[src/rtl/generation_scheduler_pkg.sv]
// Shared types and defaults for the generation scheduler.
// Holds the FSM state type and parameter defaults.
`timescale 1ns/1ps
package generation_scheduler_pkg;

  localparam int PERIOD_W_DEF = 26;
  localparam int GEN_W_DEF    = 16;

  typedef enum logic [1:0] {
    S_IDLE,
    S_WAIT_VBLANK,
    S_GRAB,
    S_WRITE
  } state_t;

endpackage

[src/rtl/period_ticker.sv]
// Free-running period tick generator for the generation scheduler.
// Counts while run=1 and pulses tick once per max(period,1) clocks.
`timescale 1ns/1ps
module period_ticker
  import generation_scheduler_pkg::*;
#(
  parameter int PERIOD_W = PERIOD_W_DEF
) (
  input  logic                clk,
  input  logic                rst_n,
  input  logic                run,
  input  logic [PERIOD_W-1:0] period,
  output logic                tick
);

  logic [PERIOD_W-1:0] r_cnt;
  logic [PERIOD_W-1:0] w_last;

  assign w_last = (period == '0) ? '0 : period - PERIOD_W'(1);

  // >= so a shortened period takes effect without waiting for wrap
  assign tick = run && (r_cnt >= w_last);

  always_ff @(posedge clk or negedge rst_n) begin
    if (!rst_n) begin
      r_cnt <= '0;
    end else if (!run || tick) begin
      r_cnt <= '0;
    end else begin
      r_cnt <= r_cnt + PERIOD_W'(1);
    end
  end

endmodule

[src/rtl/generation_scheduler.sv]
// Schedules life generations: waits for vblank, grabs the framebuffer,
// starts the iteration writer and counts completed generations.
`timescale 1ns/1ps
module generation_scheduler
  import generation_scheduler_pkg::*;
#(
  parameter int PERIOD_W = PERIOD_W_DEF,
  parameter int GEN_W    = GEN_W_DEF
) (
  input  logic                clk,
  input  logic                rst_n,
  input  logic                run,
  input  logic                step,
  input  logic [PERIOD_W-1:0] period,
  input  logic                vblank,
  input  logic                finished,
  output logic                grab_data,
  output logic                framebuffer_mutex,
  output logic                busy,
  output logic [GEN_W-1:0]    generation,
  output logic                overrun
);

  state_t           r_state;
  logic             r_pending;
  logic             r_grab;
  logic             r_mutex;
  logic             r_busy;
  logic [GEN_W-1:0] r_gen;
  logic             r_overrun;

  logic w_tick;
  logic w_req;
  logic w_clear;

  period_ticker #(
    .PERIOD_W(PERIOD_W)
  ) u_ticker (
    .clk   (clk),
    .rst_n (rst_n),
    .run   (run),
    .period(period),
    .tick  (w_tick)
  );

  assign w_req   = w_tick | (step & ~run);
  assign w_clear = (r_state == S_WAIT_VBLANK) && vblank;

  // A request landing on the clearing cycle is kept, not counted as overrun
  always_ff @(posedge clk or negedge rst_n) begin
    if (!rst_n) begin
      r_pending <= 1'b0;
      r_overrun <= 1'b0;
    end else if (w_clear) begin
      r_pending <= w_req;
    end else if (w_req) begin
      r_pending <= 1'b1;
      if (r_pending) begin
        r_overrun <= 1'b1;
      end
    end
  end

  always_ff @(posedge clk or negedge rst_n) begin
    if (!rst_n) begin
      r_state <= S_IDLE;
      r_grab  <= 1'b0;
      r_mutex <= 1'b0;
      r_busy  <= 1'b0;
      r_gen   <= '0;
    end else begin
      unique case (r_state)
        S_IDLE: begin
          if (r_pending) begin
            r_state <= S_WAIT_VBLANK;
            r_busy  <= 1'b1;
          end
        end
        S_WAIT_VBLANK: begin
          if (vblank) begin
            r_state <= S_GRAB;
            r_grab  <= 1'b1;
            r_mutex <= 1'b1;
          end
        end
        S_GRAB: begin
          r_state <= S_WRITE;
          r_grab  <= 1'b0;
        end
        S_WRITE: begin
          if (finished) begin
            r_state <= S_IDLE;
            r_mutex <= 1'b0;
            r_busy  <= 1'b0;
            r_gen   <= r_gen + GEN_W'(1);
          end
        end
        default: begin
          r_state <= S_IDLE;
        end
      endcase
    end
  end

  assign grab_data         = r_grab;
  assign framebuffer_mutex = r_mutex;
  assign busy              = r_busy;
  assign generation        = r_gen;
  assign overrun           = r_overrun;

endmodule

[config.mk]
export PLATFORM = sky130hd
export DESIGN_NAME = generation_scheduler
export DESIGN_NICKNAME = d
export VERILOG_FILES = /design/src/rtl/generation_scheduler_pkg.sv /design/src/rtl/period_ticker.sv /design/src/rtl/generation_scheduler.sv
export SDC_FILE = /design/constraint.sdc
export NUM_CORES = 1
export LEC_CHECK = 0
export ABC_AREA = 1
export CAP_MARGIN = 20
export CORE_MARGIN = 5
export CORE_UTILIZATION = 45
export DETAILED_ROUTE_END_ITERATION = 10
export PLACE_DENSITY = 0.63
export SLEW_MARGIN = 5
export SYNTH_ARGS = -nofsm -noshare
export SYNTH_HDL_FRONTEND = slang
export SYNTH_SLANG_ARGS = --single-unit
[constraint.sdc]
create_clock -name clk -period 4.21 [get_ports clk]
set_input_delay 0.421 -clock clk [delete_from_list [all_inputs] [get_ports clk]]
set_output_delay 0.421 -clock clk [all_outputs]
set_load 0.01 [all_outputs]
==> results by group, run 1 <==
Finish
  • Fin nets: 661
  • Layout cells sized above 1: 0.111
  • Post-route cell area: 4760 µm²
  • Area grow syn2layout: 18.3%
  • N_diodes: 0
  • Most frequent cells in the layout: nand2_1, nor2_1, inv_1
  • Final Util: 0.546
  • Final Instance Count excl. Fillers: 705
  • Most common cell after layout, fill and taps aside: nand2_1

Critical path
  • Critical Path RT: 4.43 ns
  • CP Max Fanout: 22
  • Reg2reg setup slack: 2.03 ns
  • Critical path capture point type: flip-flop
  • WS Path Type: in -> reg
  • Cell Chain, Critical Path: clkdlybuf4s50_1 > inv_1 > ha_1 > nand2_2 > nor2_4 > nand4_2 > nor2_2 > nand3_2 > buf_4 > nand2_1 > ha_1 > nand2_1 > nand2_1 > a21oi_1 > nand3_1 > nand2_1 > nand4_2 > buf_4 > nor3_1
  • Most used cell, CP: nand2_1
  • CP max stage cell: clkdlybuf4s50_1
  • Worst path max stage delay: 0.46 ns
  • Critical path buffers and inverters: 4
  • Crit path DAT: 3.65 ns
  • Crit path max-delay family: simple AND/OR/NAND/NOR gates
  • Setup crit start kind: primary input

Route
  • Top Layer Used: met4
  • Met2 wire len: 4120 µm
  • Antenna Nets Post-Route: 0
  • Total wire length: 9240 µm
  • Routed length per instance: 13.1 µm
  • DR iter-0 viols: 208
  • DR vias/cell: 5.04
  • DRT Pass-1 Iters: 4
  • Met3 WL: 443 µm
  • Post-Route M1 WL: 4260 µm
  • Post-route DRC: 0
  • Via count: 3554

Place
  • Placer Congestion: 0.959
  • Setup WS pre-CTS: 0.413 ns
  • Area after DPL: 4670 µm²
  • Inst Count DP: 697
  • DPL Wire Length: 7450 µm
  • IO Port Bufs: 51

CTS
  • # hold bufs at CTS: 0
  • Post-CTS sizing: 0
  • Number of CTS-inserted buffers: 5
  • Setup Buffers After CTS: 0
  • Depth of the CTS H-tree: 2
  • Clock root buffer: clkbuf_8
  • CTS tree: built
  • CTS sink count: 49
  • Clock slew at reported path FFs: 0.09 ns
  • CTS max path bufs: 2
  • Worst-skew pair later-pin latency: 0.31 ns

Synthesis
  • Post-Syn Instances: 537
  • Unique masters post-synth: 36
  • Syn Nets: 602
  • Yosys reg bits: 49
  • Synth Cell Area: 4030 µm²
  • Avg Cell Area, Syn: 7.50 µm²
  • Sequential share of the synthesized area: 0.304
  • Ys Warns: 0

STA
  • Max-slew headroom: 0.586
  • Fmax: 291 MHz
  • Hold_ws: 0.206 ns
  • Setup Viol. Count Final: 0
  • Final hold vios: 0
  • Slew Limit Fails: 0
  • Worst slew pin tran: 0.621 ns
  • Crit path time final: 3.44 ns
  • Unrepaired setup endpoints after global routing: no
  • Clock Skews: 0.0111 ns
  • Fin Setup TNS: 0 ns
  • PnR worst setup slack: 0.773 ns
  • Tcrit/Tclk final: 0.816

GRT
  • Largest net degree at the start of global routing: 50
  • Antenna violations before repair: 0
  • Remaining global-route overflow: 0
  • Number of global-route vias before repair: 3663
  • First-pass GRT wire length: 16100 µm
  • GRT Util Overall: 0.174

Power and ir drop
  • Overall power: 1.21 mW
  • Peak VDD IR: 308 µV
  • Pwr Density: 254 nW/µm²
  • Leakage power: 2.39 nW

Die
  • Num rows: 34
  • Ports: 52
  • Die Width: 105 µm
  • Initial Util: 0.462
  • Core ar.: 8720 µm²
  • Die Y: 105 µm
  • Die area: 10900 µm²

Status
  • Status: complete, no violations

Worst hold path
  • Hold Path Class: in -> async

Run
  • Max Cap Viol: 0
==> flip-flops by register name, indices dropped and copies added (netlist names) <==
register and count:
generation 16, r_state 2, grab_data 1, overrun 1
u_ticker.r_cnt 26, busy 1, r_pending 1, framebuffer_mutex 1
==> power breakdown <==
| group | total [mW] | internal, mW | leakage (nW) | switching (mW) |
|---|---|---|---|---|
| Sequential | 0.564 | 0.520 | 0.651 | 0.0438 |
| Combinational | 0.364 | 0.169 | 1.69 | 0.195 |
| Clock | 0.282 | 0.118 | 0.0445 | 0.163 |
| Total | 1.21 | 0.807 | 2.39 | 0.402 |
==> final timing paths <==
kind,startpoint,cells after the start,end
min in group clk,generation[15],1,generation[15]
max in group asynchronous,rst_n,2,u_ticker.r_cnt[12]
max,period[0],19,u_ticker.r_cnt[12]
min,rst_n,2,generation[9]
min reg2reg,generation[15],1,generation[15]
max reg2reg,u_ticker.r_cnt[23],9,u_ticker.r_cnt[12]
==> cells in the mapped netlist <==
| cell type | n | share of area |
|---|---|---|
| nand4_1 | 12 | 0.019 |
| xor2_1 | 25 | 0.054 |
| o21bai_1 | 1 | 0.0019 |
| ha_1 | 33 | 0.10 |
| nor2_4 | 2 | 0.0056 |
| a21o_1 | 2 | 0.0037 |
| nor3_2 | 2 | 0.0050 |
| dfrtp_1 | 49 | 0.30 |
| nand3_1 | 30 | 0.037 |
| nor4_4 | 1 | 0.0053 |
| o211ai_1 | 2 | 0.0037 |
| nor3_4 | 6 | 0.024 |
| nand2_2 | 11 | 0.017 |
| nand4_2 | 3 | 0.0093 |
| nor2_8 | 1 | 0.0050 |
| a21oi_2 | 1 | 0.0022 |
| nor3_1 | 25 | 0.031 |
| inv_2 | 1 | 0.00093 |
| inv_1 | 69 | 0.064 |
| nor2_1 | 71 | 0.066 |
| nand3_2 | 6 | 0.015 |
| xnor2_1 | 14 | 0.030 |
| nand3b_4 | 2 | 0.0099 |
| nor4_1 | 2 | 0.0031 |
| buf_6 | 2 | 0.0056 |
| a22oi_1 | 1 | 0.0019 |
| a21oi_1 | 9 | 0.011 |
| o21ai_1 | 2 | 0.0025 |
| and3_1 | 1 | 0.0016 |
| nor2_2 | 10 | 0.016 |
| nand2_1 | 120 | 0.11 |
| and2_1 | 1 | 0.0016 |
| nand3b_1 | 1 | 0.0019 |
| buf_2 | 2 | 0.0025 |
| or2_2 | 6 | 0.0093 |
| o21ai_0 | 11 | 0.014 |
==> layer usage <==
layer,up-vias,GRT usage
li1,1844,-
met1,1596,0.226
met5,-,0
met3,25,0.0333
met4,0,0.0858
met2,89,0.278
==> cells by family after synthesis <==
kind of cell	synth area share
AND/OR/NAND/NOR	0.394
buffers and inverters	0.0733
flip-flops	0.304
XOR/XNOR	0.0848
adder cells (fa/ha/maj)	0.103
AO/OA/AOI/OAI	0.0407
==> cell type report <==
type	instances	area, µm²
Clock buffer	5	68.8
Fill cell	878	3960
Inverter	70	263
Tap cell	108	135
Timing Repair Buffer	56	543
Sequential cell	49	1230
Clock inverter	3	21.3
Multi-Input combinational cell	414	2510
Note: power is estimated with default switching activity, not from simulation.
==> inputs of run 2 (changes only) <==
--- a/config.mk
+++ b/config.mk
@@ -10,7 +10,7 @@
 export CORE_MARGIN = 5
 export CORE_UTILIZATION = 45
 export DETAILED_ROUTE_END_ITERATION = 10
-export PLACE_DENSITY = 0.63
+export PLACE_DENSITY = 0.66
 export SLEW_MARGIN = 5
 export SYNTH_ARGS = -nofsm -noshare
 export SYNTH_HDL_FRONTEND = slang
==> constraint.sdc (replaced) <==
create_clock -name clk -period 3.15 [get_ports clk]
set_input_delay 0.315 -clock clk [delete_from_list [all_inputs] [get_ports clk]]
set_output_delay 0.315 -clock clk [all_outputs]
set_load 0.01 [all_outputs]
==> results by group, run 2 (synthesis gave the netlist of run 1 again) <==
Route
  • Post-route DRC: 0 (unchanged)
  • DRT Pass-1 Iters: 4 (unchanged)
  • Via count: 3663 (was 3554)
  • DR vias/cell: 4.98 (was 5.04)
  • Routed length per instance: 12.8 µm (was 13.1 µm)
  • DR iter-0 viols: 157 (was 208)
  • Antenna Nets Post-Route: 0 (unchanged)
  • Total wire length: 9390 µm (was 9240 µm)

CTS
  • Clock root buffer: clkbuf_8 (unchanged)
  • # hold bufs at CTS: 0 (unchanged)
  • Setup Buffers After CTS: 0 (unchanged)
  • CTS max path bufs: 2 (unchanged)
  • CTS tree: built (unchanged)
  • Depth of the CTS H-tree: 2 (unchanged)
  • Clock slew at reported path FFs: 0.08 ns (was 0.09 ns)
  • Number of CTS-inserted buffers: 5 (unchanged)
  • CTS sink count: 49 (unchanged)
  • Post-CTS sizing: 0 (unchanged)
  • Worst-skew pair later-pin latency: 0.30 ns (was 0.31 ns)

STA
  • Final hold vios: 0 (unchanged)
  • Fmax: 345 MHz
  • Tcrit/Tclk final: 0.921
  • Slew Limit Fails: 0 (unchanged)
  • Max-slew headroom: 0.418 (was 0.586)
  • Worst slew pin tran: 0.872 ns (was 0.621 ns)
  • Hold_ws: 0.126 ns (was 0.206 ns)
  • Clock Skews: 0.00719 ns (was 0.0111 ns)
  • Unrepaired setup endpoints after global routing: no (unchanged)
  • Crit path time final: 2.90 ns
  • Setup Viol. Count Final: 0 (unchanged)

GRT
  • GRT Util Overall: 0.177 (was 0.174)
  • Global-route track usage on met3: 0.0302 (was 0.0333)
  • Number of global-route vias before repair: 3753 (was 3663)
  • First-pass GRT wire length: 16500 µm (was 16100 µm)
  • GR Util met1: 0.232 (was 0.226)
  • Antenna violations before repair: 0 (unchanged)
  • Remaining global-route overflow: 0 (unchanged)
  • Largest net degree at the start of global routing: 41 (was 50)
  • GR peak layer: met2 (unchanged)
  • Met2 Track Usage GR: 0.290 (was 0.278)

Power and ir drop
  • Reg power frac: 0.436 (was 0.466)
  • Combinational power share: 0.298 (was 0.301)
  • Overall power: 1.73 mW (was 1.21 mW)
  • Clk network pwr share: 0.266 (was 0.233)
  • Sw Pwr: 0.533 mW (was 0.402 mW)
  • Switch share: 0.307 (was 0.333)
  • Pwr Density: 342 nW/µm² (was 254 nW/µm²)
  • Leakage power: 2.57 nW (was 2.39 nW)
  • Peak VDD IR: 397 µV (was 308 µV)
  • Internal power: 1.20 mW (was 0.807 mW)

Die
  • Initial Util: 0.462 (unchanged)
  • Die Width: 105 µm (unchanged)
  • Num rows: 34 (unchanged)
  • Core ar.: 8720 µm² (unchanged)
  • Die area: 10900 µm² (unchanged)
  • Die Y: 105 µm (unchanged)
  • Ports: 52 (unchanged)

Critical path
  • Critical path capture point type: flip-flop (unchanged)
  • Crit path max-delay family: simple AND/OR/NAND/NOR gates (unchanged)
  • Setup crit start kind: primary input (unchanged)
  • CP Depth: 19 (unchanged)
  • Critical Path Sink: u_ticker.r_cnt[12] (unchanged)
  • Reg2reg start: u_ticker.r_cnt[23] (unchanged)
  • Worst r2r dst: u_ticker.r_cnt[12] (unchanged)
  • WS Path Type: in -> reg (unchanged)
  • Worst path max stage delay: 0.43 ns (was 0.46 ns)
  • CP max stage cell: clkdlybuf4s50_1 (unchanged)
  • CP Max Fanout: 28 (was 22)
  • Cell Chain, Critical Path: clkdlybuf4s50_1 > inv_1 > ha_1 > nand2_2 > nor2_4 > nand4_4 > nor2_4 > nand3_2 > buf_12 > nand3_2 > ha_1 > a21oi_1 > nor2_1 > nor2_1 > nand2_1 > a21oi_1 > nand4_2 > buf_12 > nor3_1 (was clkdlybuf4s50_1 > inv_1 > ha_1 > nand2_2 > nor2_4 > nand4_2 > nor2_2 > nand3_2 > buf_4 > nand2_1 > ha_1 > nand2_1 > nand2_1 > a21oi_1 > nand3_1 > nand2_1 > nand4_2 > buf_4 > nor3_1)
  • Worst r2r path cells: 9 (unchanged)
  • Critical Path Start: period[0] (unchanged)
  • Crit path DAT: 3.11 ns (was 3.65 ns)
  • Critical path buffers and inverters: 4 (unchanged)
  • Critical Path RT: 3.36 ns (was 4.43 ns)
  • Reg2reg setup slack: 1.24 ns (was 2.03 ns)

Place
  • Placer Congestion: 0.948 (was 0.959)
  • DPL Wire Length: 7540 µm (was 7450 µm)
  • IO Port Bufs: 51 (unchanged)
  • Area after DPL: 4930 µm² (was 4670 µm²)
  • Inst Count DP: 728 (was 697)

Finish
  • Most flops, register: u_ticker.r_cnt (unchanged)
  • Storage element area: 1230 µm² (unchanged)
  • Max reg flops: 26 (unchanged)
  • Final Instance Count excl. Fillers: 736 (was 705)
  • Area grow syn2layout: 25.8% (was 18.3%)
  • Fin nets: 692 (was 661)
  • Layout cells sized above 1: 0.154 (was 0.111)
  • Post-route cell area: 5070 µm² (was 4760 µm²)
  • N_diodes: 0 (unchanged)
  • Multi-input logic area: 2520 µm² (was 2510 µm²)
  • Filler cells: 829 (was 878)
  • Final Util: 0.581 (was 0.546)
  • Most common cell after layout, fill and taps aside: nand2_1 (unchanged)
  • Most frequent cells in the layout: nand2_1, nor2_1, inv_1 (unchanged)

Run
  • Max Cap Viol: 0 (unchanged)

Worst hold path
  • Hold Path Class: in -> async (unchanged)

Status
  • Status: complete, no violations (unchanged)
run 2: cell type report:
class / count / area share
clock inverter: 1 / 0.00593
sequential: 49 / 0.242
clock buffer: 7 / 0.0170
multi-input combinational: 414 / 0.498
tap: 108 / 0.0267
timing repair buffer: 87 / 0.158
inverter: 70 / 0.0519
run 2: how the worst min path moves through the flow:
| stage | from | end |
|---|---|---|
| floorplan | rst_n | busy |
| global placement | overrun | overrun |
| detailed placement | overrun | overrun |
| CTS | rst_n | generation[9] |
| global route | rst_n | generation[7] |
| finish | rst_n | generation[7] |
run 2: worst register-to-register path: stages (launching register included):
cell and delay [ns]:
dfrtp_1 0.45, ha_1 0.36, a21oi_1 0.15, nor2_1 0.05, nor2_1 0.13, nand2_1 0.06, a21oi_1 0.14, nand4_2 0.13
buf_12 0.19, nor3_1 0.16
run 2: power groups by stage:
| stage | Sequential, mW | Combinational, mW | Clock (mW) |
|---|---|---|---|
| 2_1_floorplan | 0.776 | 0.259 | 0 |
| 3_3_place_gp | 0.764 | 0.501 | 0 |
| 3_5_place_dp | 0.764 | 0.521 | 0 |
| 4_1_cts | 0.756 | 0.523 | 0.479 |
| 5_1_grt | 0.769 | 0.585 | 0.510 |
| 6_report | 0.756 | 0.516 | 0.461 |
run 2: layer usage:
| layer | share of wire | up-vias |
|---|---|---|
| met4 | 0.018 | 0 |
| li1 | - | 1900 |
| met2 | 0.47 | 76 |
| met3 | 0.037 | 12 |
| met1 | 0.47 | 1675 |
| met5 | 0 | - |
run 2: through the flow:
| step | setup TNS [ns] | setup slack [ns] |
|---|---|---|
| floorplan | 0 | 0.522 |
| CTS | 0 | 0.168 |
| detailed placement | -2.38 | -0.149 |
| global route | 0 | 0.00698 |
| global placement | -1.00 | -0.0887 |
| finish | 0 | 0.249 |
